--- config.mk ---
export PLATFORM = sky130hd
export DESIGN_NAME = qam_mapper_flat
export DESIGN_NICKNAME = d
export VERILOG_FILES = /design/src/rtl/qam_mapper_if.sv /design/src/rtl/qam_mapper.sv /design/src/flat_wrapper.sv
export SDC_FILE = /design/constraint.sdc
export NUM_CORES = 1
export LEC_CHECK = 0
export CAP_MARGIN = 20
export CORE_ASPECT_RATIO = 1.4
export CORE_MARGIN = 4
export CORE_UTILIZATION = 50
export DETAILED_ROUTE_END_ITERATION = 8
export MAX_ROUTING_LAYER = met4
export PLACE_DENSITY = 0.88
export SLEW_MARGIN = 5
export SYNTH_ARGS = -nofsm -noshare
export SYNTH_HDL_FRONTEND = slang
export SYNTH_SLANG_ARGS = --single-unit
--- constraint.sdc ---
create_clock -name symbol_clock -period 2.53 [get_ports symbol_clock]
set_clock_uncertainty 0.2 [all_clocks]
set_input_delay 0.506 -clock symbol_clock [delete_from_list [all_inputs] [get_ports symbol_clock]]
set_output_delay 0.506 -clock symbol_clock [all_outputs]
set_load 0.05 [all_outputs]
--- src/rtl/qam_mapper_if.sv ---
// Handshake bundle for qam_mapper: 4-bit words in, registered I/Q symbols out.
// The slave modport is the mapper's view; the master modport is the producer/consumer view.
interface qam_mapper_if;
   logic              enable;
   logic [3:0]        data_in;
   logic              data_valid;
   logic              data_ready;
   logic signed [7:0] I_out;
   logic signed [7:0] Q_out;
   logic              sym_valid;
   logic              busy;

   modport master (
      output enable, data_in, data_valid,
      input  data_ready, I_out, Q_out, sym_valid, busy
   );

   modport slave (
      input  enable, data_in, data_valid,
      output data_ready, I_out, Q_out, sym_valid, busy
   );
endinterface

--- src/rtl/qam_mapper.sv ---
// 16-QAM Gray mapper behind a small input FIFO; one symbol per enabled cycle.
// Optional macro QAM_MAPPER_PREAMBLE_EN inserts a 4-symbol preamble at each burst start.
module qam_mapper #(
   parameter int unsigned FIFO_DEPTH = 4,
   parameter int          LEVEL      = 32
) (
   input logic         symbol_clock,
   input logic         rst,
   qam_mapper_if.slave bus
);
   localparam int unsigned PtrW = (FIFO_DEPTH > 1) ? $clog2(FIFO_DEPTH) : 1;
   localparam int unsigned CntW = $clog2(FIFO_DEPTH + 1);

   localparam logic signed [7:0] LvlP1 = 8'(LEVEL);
   localparam logic signed [7:0] LvlP3 = 8'(3 * LEVEL);
   localparam logic signed [7:0] LvlN1 = -LvlP1;
   localparam logic signed [7:0] LvlN3 = -LvlP3;

`ifdef QAM_MAPPER_PREAMBLE_EN
   typedef enum logic [1:0] {StIdle, StPreamble, StData} state_e;
`else
   typedef enum logic [0:0] {StIdle, StData} state_e;
`endif

   function automatic logic signed [7:0] gray_map(input logic [1:0] bits);
      case (bits)
         2'b00:   return LvlN3;
         2'b01:   return LvlN1;
         2'b11:   return LvlP1;
         default: return LvlP3;
      endcase
   endfunction

   logic [3:0]        mem_q [FIFO_DEPTH];
   logic [PtrW-1:0]   wr_ptr_q, wr_ptr_d;
   logic [PtrW-1:0]   rd_ptr_q, rd_ptr_d;
   logic [CntW-1:0]   count_q, count_d;
   state_e            state_q, state_d;
   logic signed [7:0] i_q, i_d;
   logic signed [7:0] q_q, q_d;
   logic              valid_q, valid_d;
   logic              push, pop;
   logic [3:0]        head;
`ifdef QAM_MAPPER_PREAMBLE_EN
   logic [1:0]        pre_cnt_q, pre_cnt_d;
`endif

   assign bus.data_ready = (count_q < CntW'(FIFO_DEPTH));
   assign bus.I_out      = i_q;
   assign bus.Q_out      = q_q;
   assign bus.sym_valid  = valid_q;
   assign bus.busy       = (state_q != StIdle);
   assign head           = mem_q[rd_ptr_q];

   always_comb begin
      push    = bus.data_valid && bus.data_ready;
      pop     = 1'b0;
      state_d = state_q;
      i_d     = '0;
      q_d     = '0;
      valid_d = 1'b0;
`ifdef QAM_MAPPER_PREAMBLE_EN
      pre_cnt_d = pre_cnt_q;
`endif
      // Enable low holds everything and forces a zero, non-valid output.
      if (bus.enable) begin
         case (state_q)
            StIdle: begin
               if (count_q != '0) begin
`ifdef QAM_MAPPER_PREAMBLE_EN
                  state_d   = StPreamble;
                  i_d       = LvlP3;
                  q_d       = LvlP3;
                  valid_d   = 1'b1;
                  pre_cnt_d = 2'd1;
`else
                  state_d = StData;
                  pop     = 1'b1;
`endif
               end
            end
`ifdef QAM_MAPPER_PREAMBLE_EN
            StPreamble: begin
               valid_d   = 1'b1;
               i_d       = pre_cnt_q[0] ? LvlN3 : LvlP3;
               q_d       = pre_cnt_q[0] ? LvlN3 : LvlP3;
               pre_cnt_d = pre_cnt_q + 2'd1;
               if (pre_cnt_q == 2'd3) state_d = StData;
            end
`endif
            StData: begin
               if (count_q != '0) pop = 1'b1;
               else state_d = StIdle;
            end
            default: state_d = StIdle;
         endcase
      end

      if (pop) begin
         i_d     = gray_map(head[3:2]);
         q_d     = gray_map(head[1:0]);
         valid_d = 1'b1;
      end

      wr_ptr_d = push ? wr_ptr_q + PtrW'(1) : wr_ptr_q;
      rd_ptr_d = pop ? rd_ptr_q + PtrW'(1) : rd_ptr_q;
      count_d  = count_q + CntW'(push) - CntW'(pop);
   end

   always_ff @(posedge symbol_clock) begin
      if (rst) begin
         wr_ptr_q <= '0;
         rd_ptr_q <= '0;
         count_q  <= '0;
         state_q  <= StIdle;
         i_q      <= '0;
         q_q      <= '0;
         valid_q  <= 1'b0;
`ifdef QAM_MAPPER_PREAMBLE_EN
         pre_cnt_q <= '0;
`endif
      end else begin
         wr_ptr_q <= wr_ptr_d;
         rd_ptr_q <= rd_ptr_d;
         count_q  <= count_d;
         state_q  <= state_d;
         i_q      <= i_d;
         q_q      <= q_d;
         valid_q  <= valid_d;
`ifdef QAM_MAPPER_PREAMBLE_EN
         pre_cnt_q <= pre_cnt_d;
`endif
      end
   end

   // Storage needs no reset; pointers and count define what is live.
   always_ff @(posedge symbol_clock) begin
      if (push && !rst) mem_q[wr_ptr_q] <= bus.data_in;
   end
endmodule

--- src/flat_wrapper.sv ---
// flat-port wrapper written by rule: the top's interface ports become plain ports
module qam_mapper_flat 
#(
   parameter int unsigned FIFO_DEPTH = 4,
   parameter int          LEVEL      = 32
)
  (symbol_clock, rst, bus_enable, bus_data_in, bus_data_valid, bus_data_ready, bus_I_out, bus_Q_out, bus_sym_valid, bus_busy);
  qam_mapper_if bus_i ();
  input logic symbol_clock;
  input logic rst;
  input wire logic [$bits(bus_i.enable)-1:0] bus_enable;
  input wire logic [$bits(bus_i.data_in)-1:0] bus_data_in;
  input wire logic [$bits(bus_i.data_valid)-1:0] bus_data_valid;
  output wire logic [$bits(bus_i.data_ready)-1:0] bus_data_ready;
  output wire logic [$bits(bus_i.I_out)-1:0] bus_I_out;
  output wire logic [$bits(bus_i.Q_out)-1:0] bus_Q_out;
  output wire logic [$bits(bus_i.sym_valid)-1:0] bus_sym_valid;
  output wire logic [$bits(bus_i.busy)-1:0] bus_busy;
  assign bus_i.enable = bus_enable;
  assign bus_i.data_in = bus_data_in;
  assign bus_i.data_valid = bus_data_valid;
  assign bus_data_ready = bus_i.data_ready;
  assign bus_I_out = bus_i.I_out;
  assign bus_Q_out = bus_i.Q_out;
  assign bus_sym_valid = bus_i.sym_valid;
  assign bus_busy = bus_i.busy;
  qam_mapper #(.FIFO_DEPTH(FIFO_DEPTH), .LEVEL(LEVEL)) u_core (.symbol_clock(symbol_clock), .rst(rst), .bus(bus_i));
endmodule
==> results summary, run 1 <==
The run finished with clean final reports. The critical path's largest stage delay came out at 0.79 ns. For this design, the sink count on the clock tree is 32.

The placed standard-cell area came out at 0.00155 sq mm. The register area share after synthesis is 58.0%. In this run, flip-flops and latches consume 44.2% of the power.

The largest individual stage delay along the critical path comes from the cell sky130_fd_sc_hd__clkdlybuf4s50_1. The final wirelength is 2020 um. The y dimension of the die is 70.2 um.

The initial core utilization is 52.2%. The total vias in the final route came out at 740. The final-layout setup total negative slack is 0 ns. STA classifies the critical path endpoint as a primary output.

Cells fill 61.5% of the core in the end. The post-route netlist has 10.9% of its cells at a drive strength greater than 1. Global routing finished with a remaining overflow of 0. Input and output buffers added on the ports amount to 16.

The die boundary width is 52.4 um. The final non-filler cell total came out at 164. Setup repair after global routing left no endpoint under its margin. For this design the top-level I/O count stands at 27. The min-delay analysis places its worst path in the category flip-flop to flip-flop. The upper clock frequency limit is 438 MHz. The number of buffers added by the clock tree synthesis step is 5. By area the synthesized netlist is led by sky130_fd_sc_hd__edfxtp_1, sky130_fd_sc_hd__dfxtp_1, sky130_fd_sc_hd__ha_1. CTS placed an instance of sky130_fd_sc_hd__clkbuf_4 at the clock tree root. The count of hold buffers inserted by post-cts repair is 0.

Compared with the post-synthesis result, the final layout area differs by 17.7%. The highest net fanout along the worst path is 5. The number of diodes is 0.

The synthesized area divided by synthesized cell count came out at 13.1 sq um. The area of the die is 0.00368 sq mm. The weighted congestion at the end of routability-driven global placement is 0.744.

The number of enable flip-flop cells after synthesis is 16. The final HPWL from detailed placement is 1620 um. The total stage count of the critical path is 2. The overall global routing resource usage came out at 13.3%. The power density normalized to cell area is 975 mW/mm^2. Ranked by instance count, the synthesized netlist is headed by sky130_fd_sc_hd__dfxtp_1, sky130_fd_sc_hd__edfxtp_1, sky130_fd_sc_hd__buf_4.

The first-pass GRT wire length is 3350 um. The reg2reg setup slack is 0.36 ns. The fraction of registers with async set/reset is 0%. The detail-routed net length per standard cell is 12.3 um. The internal power of the cells totals 1.04 mW. The count of final max-slew check failures is 0.

For this design the static power due to leakage is 0.641 nW. The fraction of post-synthesis cell area in the top cell type by area is 34.8%. The switching share of total power is 34.0%.

The floorplan row count came out at 22. The critical path required time came out at 1.82 ns. The starting DRC count in detailed routing is 5.

The number of standard cells after synthesis came out at 105. The highest ir drop seen on vdd came out at 646 uV. The first detailed-routing pass ran for 4 iterations. The total power is 1.58 mW.

The number of hold violations in the final report came out at 0. The core region is 0.00264 sq mm. The combinational share of power is 32.3%.

The finished cells cover 0.00162 sq mm. Dividing the detail-routed via count by the number of cells gives 4.51. The share of total power in the clock network came out at 23.5%.

The worst path needs 2.28 ns of the cycle, external delays included. The buffer and inverter count on the worst path is 2. Measured in cells, the most critical reg-to-reg path has a length of 7. The most frequently used flop master after synthesis is sky130_fd_sc_hd__edfxtp_1.

The arrival time of data at the critical path endpoint is 1.58 ns. The clock latency at the later pin of the worst-skew pair came out at 0.32 ns. The largest net degree at the start of global routing is 14. The number of cells on the worst hold path is 2.

In this run the post-CTS setup repair buffer count came out at 0. The synthesized design contains 32 register bits. The count of nets left with antenna violations after detail routing is 0. The worst setup path is of the flip-flop to primary output kind.

The worst setup path is launched from a flip-flop. The number of buffers on the longest clock path came out at 2. Summing every instance area after synthesis gives 0.00138 sq mm. The final setup violation count is 0. The residual DRC count came out at 0. The post-route clock period utilization came out at 90.3%. The number of gates resized after CTS came out at 0. The number of antenna violations at the first check in global routing came to 0. The number of global-route vias before repair is 729. TritonCTS built the clock tree. The number of violations of the max-capacitance limit came out at 0. CTS built an H-tree with a depth of 2. The signal on the critical path passes through inv_1, clkdlybuf4s50_1. The clock slew at the register clock pins of the worst setup and hold paths came out at 0.09 ns. The Yosys step of the flow raised 0 warnings. The cell type with the largest total area after synthesis is sky130_fd_sc_hd__edfxtp_1.

The net count of the finished layout is 146. The netlist uses 22 different library cells. The kind of cell with the highest combined delay along the critical path is buffers and inverters. The analysis attributes to net switching a power of 0.539 mW.

Counting tap cells, the placed design contains a total of 156 instances.
[power groups by stage]
stage                     clock (mW)  combinational, mW  sequential [mW]
final                          0.372              0.512            0.700
after floorplan                    0              0.328            0.775
after detailed placement           0              0.517            0.714
after global placement             0              0.495            0.703
after CTS                      0.382              0.519            0.701
after global routing           0.414              0.562            0.714
[placed cells by master, fill, tap and decap left out]
cell,instances
sky130_fd_sc_hd__nor4_1,1
sky130_fd_sc_hd__mux4_2,4
sky130_fd_sc_hd__o31ai_4,1
sky130_fd_sc_hd__buf_4,2
sky130_fd_sc_hd__conb_1,10
sky130_fd_sc_hd__a21oi_1,2
sky130_fd_sc_hd__o21ai_0,1
sky130_fd_sc_hd__clkinv_2,1
sky130_fd_sc_hd__nor2_1,10
sky130_fd_sc_hd__clkbuf_4,5
sky130_fd_sc_hd__edfxtp_1,16
sky130_fd_sc_hd__inv_1,10
sky130_fd_sc_hd__o21a_1,1
sky130_fd_sc_hd__xnor2_1,3
sky130_fd_sc_hd__and2_1,6
sky130_fd_sc_hd__nand2_1,2
sky130_fd_sc_hd__clkbuf_1,1
sky130_fd_sc_hd__nand2b_1,3
sky130_fd_sc_hd__fa_1,1
sky130_fd_sc_hd__dfxtp_1,16
sky130_fd_sc_hd__xor2_1,2
sky130_fd_sc_hd__bufinv_16,1
sky130_fd_sc_hd__nor2b_1,2
sky130_fd_sc_hd__o311ai_1,1
sky130_fd_sc_hd__clkdlybuf4s50_1,16
sky130_fd_sc_hd__ha_1,10
[flip-flops by register name, indices dropped and copies added (netlist names), named ones only]
signal / flops
u_core.bus.I_out: 3
u_core.bus.Q_out: 2
u_core.bus.busy: 1
u_core.bus.sym_valid: 1
u_core.count_q: 3
u_core.mem_q: 16
u_core.rd_ptr_q: 2
u_core.wr_ptr_q: 2
[layer usage]
layer  up-vias  global-route usage, %  routed length (um)
met5         -                      -                   0
met3         5                   6.40                 122
met4         0                   5.11                  40
met1       346                   14.6                 777
li1        370                      -                   -
met2        19                   20.4                1080
[area by class of cell]
class	count	area, sq um
Sequential cell	32	801
Inverter	10	37.5
Timing Repair Buffer	18	175
Clock buffer	6	41.3
Tap cell	36	45.0
Clock inverter	2	35.0
Fill cell	222	1020
Multi-Input combinational cell	60	489
[stage by stage]
step           hold slack, ns  setup WS, ns
2_1_floorplan           0.269         0.509
3_3_place_gp            0.265        0.0855
3_5_place_dp            0.284      -0.00905
4_1_cts                 0.297         0.226
5_1_grt                 0.317         0.159
6_report                0.293         0.245
[cell families (layout without fill, tap and decap cells)]
family / count (synthesis) / after routing / synth area share, %
flops: 32 / 32 / 58.0
mux: 4 / 4 / 6.53
fa+ha+maj: 11 / 11 / 10.5
compound gates: 6 / 6 / 3.81
simple gates: 24 / 24 / 8.70
xor+xnor: 5 / 5 / 3.17
other cells: 1 / 10 / 0.272
buf+inv: 22 / 36 / 8.98
[worst min-delay path: cells and delay by family (launching register included)]
family           cells  cell delay [ns]
AND/OR/NAND/NOR      1             0.06
flip-flops           1             0.32
AO/OA/AOI/OAI        1             0.06
[path summary, 6_finish.rpt]
check                            to              start
setup / recovery     bus_data_ready  u_core.count_q[2]
hold / removal      u_core.bus.busy    u_core.bus.busy
setup reg to reg  u_core.count_q[2]  u_core.count_q[2]
hold reg to reg     u_core.bus.busy    u_core.bus.busy
Note: power is estimated with default switching activity, not from simulation.
==> run 2: changes to the inputs <==
CORE_MARGIN = 3   (was 4)
SLEW_MARGIN = 40   (was 5)
==> results summary, run 2 (synthesis results as in run 1) <==
The starting DRC count in detailed routing came out at 17. The detail-routed via count per cell is 4.54. The type of the tightest min-delay check is flip-flop to flip-flop. The transition time of the tightest slew-check pin came out at 0.502 ns. The final net count is 145. The first-pass GRT wire length is 3460 um. The area taken by flip-flops and latches is 801 sq um. The number of violations of the max-capacitance limit came out at 0.

After clock tree synthesis, the flow added hold-fix buffers numbering 0. The critical path is of the flip-flop to primary output type. The count of pins on the block boundary is 27. The reg2reg setup slack came out at 0.39 ns. The total vias in the final route came out at 731.

In this run the most critical hold path is launched from u_core.bus.busy. The post-route worst hold slack came out at 0.287 ns. The minimum clock period after layout came out at 2.30 ns.

The die is 50.4 um wide. Following the worst setup path forward leads to its endpoint at bus_data_ready. The final setup violation count is 0. In the final routed layout, each cell accounts on average for 12.7 um. Setup repair after global routing left no endpoint under its margin. The number of buffers added by the clock tree synthesis step is 5. The flip-flop count of the largest register after layout came out at 16. The library cells used most frequently in the layout, excluding fill and tap cells, are sky130_fd_sc_hd__dfxtp_1, sky130_fd_sc_hd__clkdlybuf4s50_1, sky130_fd_sc_hd__edfxtp_1. The area of the die came out at 0.00344 sq mm.

The floorplan row count is 21. The first detailed-routing pass took 4 iterations. The reg-to-reg critical path endpoint is u_core.count_q[2]. In the final layout, the multi-input gates occupy 489 sq um. The total number of clock tree sinks came out at 32. STA classifies the critical path endpoint as a primary output.

The post-placement cell count is 153. The final non-filler cell total came out at 161. The highest ir drop seen on vdd came out at 457 uV.

The flow ran to the end, and the final reports show no timing, DRC or antenna violations. For this design the ratio of total power to cell area is 935 mW/mm^2. Clock-pin slew was measured on the worst setup and hold paths at 0.09 ns. Measured against its own limit, the worst slew margin works out to 66.4%.

The worst-case reg-to-reg path depth is 7. The CTS tree is built. The clock latency at the later pin of the worst-skew pair is 0.34 ns. The deepest level of the CTS H-tree is 2.

More flip-flops sit in one register than any other, and that register is u_core.mem_q. The count of final max-slew check failures came to 0. The number of port buffers is 16.

The ratio of cells with drive above 1 in the final layout came out at 9.45%. After detailed routing, the number of remaining DRC violations is 0. The area added between synthesis and finish came out at 15.2%.

The overall global routing resource usage came out at 15.2%. The cell sitting at the root of the clock tree is a sky130_fd_sc_hd__clkbuf_4. The number of hold violations in the final report came out at 0. The sort of element at the start of the critical path is a flip-flop. The post-route clock period utilization is 90.8%. The total congestion overflow after global routing is 0. The number of buffers on the longest clock path came out at 2. The number of gates resized after CTS came out at 0. The critical path required time is 1.82 ns. The count of nets left with antenna violations after detail routing came out at 0.

The number of setup buffers added after CTS is 0. The placeable core region is 0.00252 sq mm. The filler cells instantiated in the layout total 221. From bottom edge to top edge, the die measures 68.2 um.

Entering global routing, the biggest net connects 14 pins. The highest net fanout along the worst path is 5. The final wirelength came out at 2040 um. The number of diodes is 0. The arrival time of data at the critical path endpoint came out at 1.59 ns.

The most critical setup path has its startpoint at u_core.count_q[2]. Summed over all nets, the half-perimeter wirelength after detailed placement is 1580 um. In this run the critical register-to-register path is launched from u_core.count_q[2]. In this run the static leakage power is 0.620 nW.

The number of antenna violations at the first check in global routing is 0. The design draws 1.49 mW. The weighted congestion at the end of routability-driven global placement came out at 0.802. The initial core utilization is 54.7%. The number of global-route vias before repair was 745. The upper clock frequency limit is 435 MHz.
run 2: final cells by class:
type / count / area share, %
Clock buffer: 6 / 2.60
Clock inverter: 2 / 0.708
Inverter: 10 / 2.36
Multi-Input combinational cell: 60 / 30.8
Sequential cell: 32 / 50.4
Tap cell: 34 / 2.68
Timing Repair Buffer: 17 / 10.5
run 2: per-stage QoR:
step                      setup WS (ns)  area [sq um]  util (%)  setup TNS, ns
final                             0.233          1590      63.0              0
after global routing              0.150          1590      63.0              0
after CTS                         0.209          1590      63.0              0
after detailed placement        -0.0146          1540      61.0        -0.0146
after global placement           0.0499          1540      61.0              0
after floorplan                   0.509          1410         -              0
run 2: how the worst min path moves through the flow:
stage | to | slack, ns | depth (start not counted)
5_1_grt | u_core.bus.busy | 0.30 | 2
3_5_place_dp | u_core.bus.busy | 0.28 | 2
3_3_place_gp | u_core.bus.busy | 0.27 | 2
6_report | u_core.bus.busy | 0.29 | 2
4_1_cts | u_core.bus.busy | 0.29 | 2
2_1_floorplan | u_core.wr_ptr_q[1] | 0.27 | 2
run 2: worst max-delay path, stage by stage, from the launching register on:
cell and delay, ns:
sky130_fd_sc_hd__dfxtp_1 0.38, sky130_fd_sc_hd__inv_1 0.08, sky130_fd_sc_hd__clkdlybuf4s50_1 0.79
run 2: per-layer routing:
layer / up-vias / global-route usage, % / share of wire, %
li1: 370 / - / -
met1: 339 / 15.0 / 39
met2: 17 / 23.0 / 52
met3: 5 / 6.97 / 5.4
met4: 0 / 12.1 / 3.1
met5: - / - / 0
run 2: power breakdown:
group          switching (mW)  leakage, nW  internal [mW]
Combinational           0.301        0.318          0.212
Clock                   0.171       0.0259          0.106
Sequential             0.0727        0.276          0.625
Total                   0.544        0.620          0.943
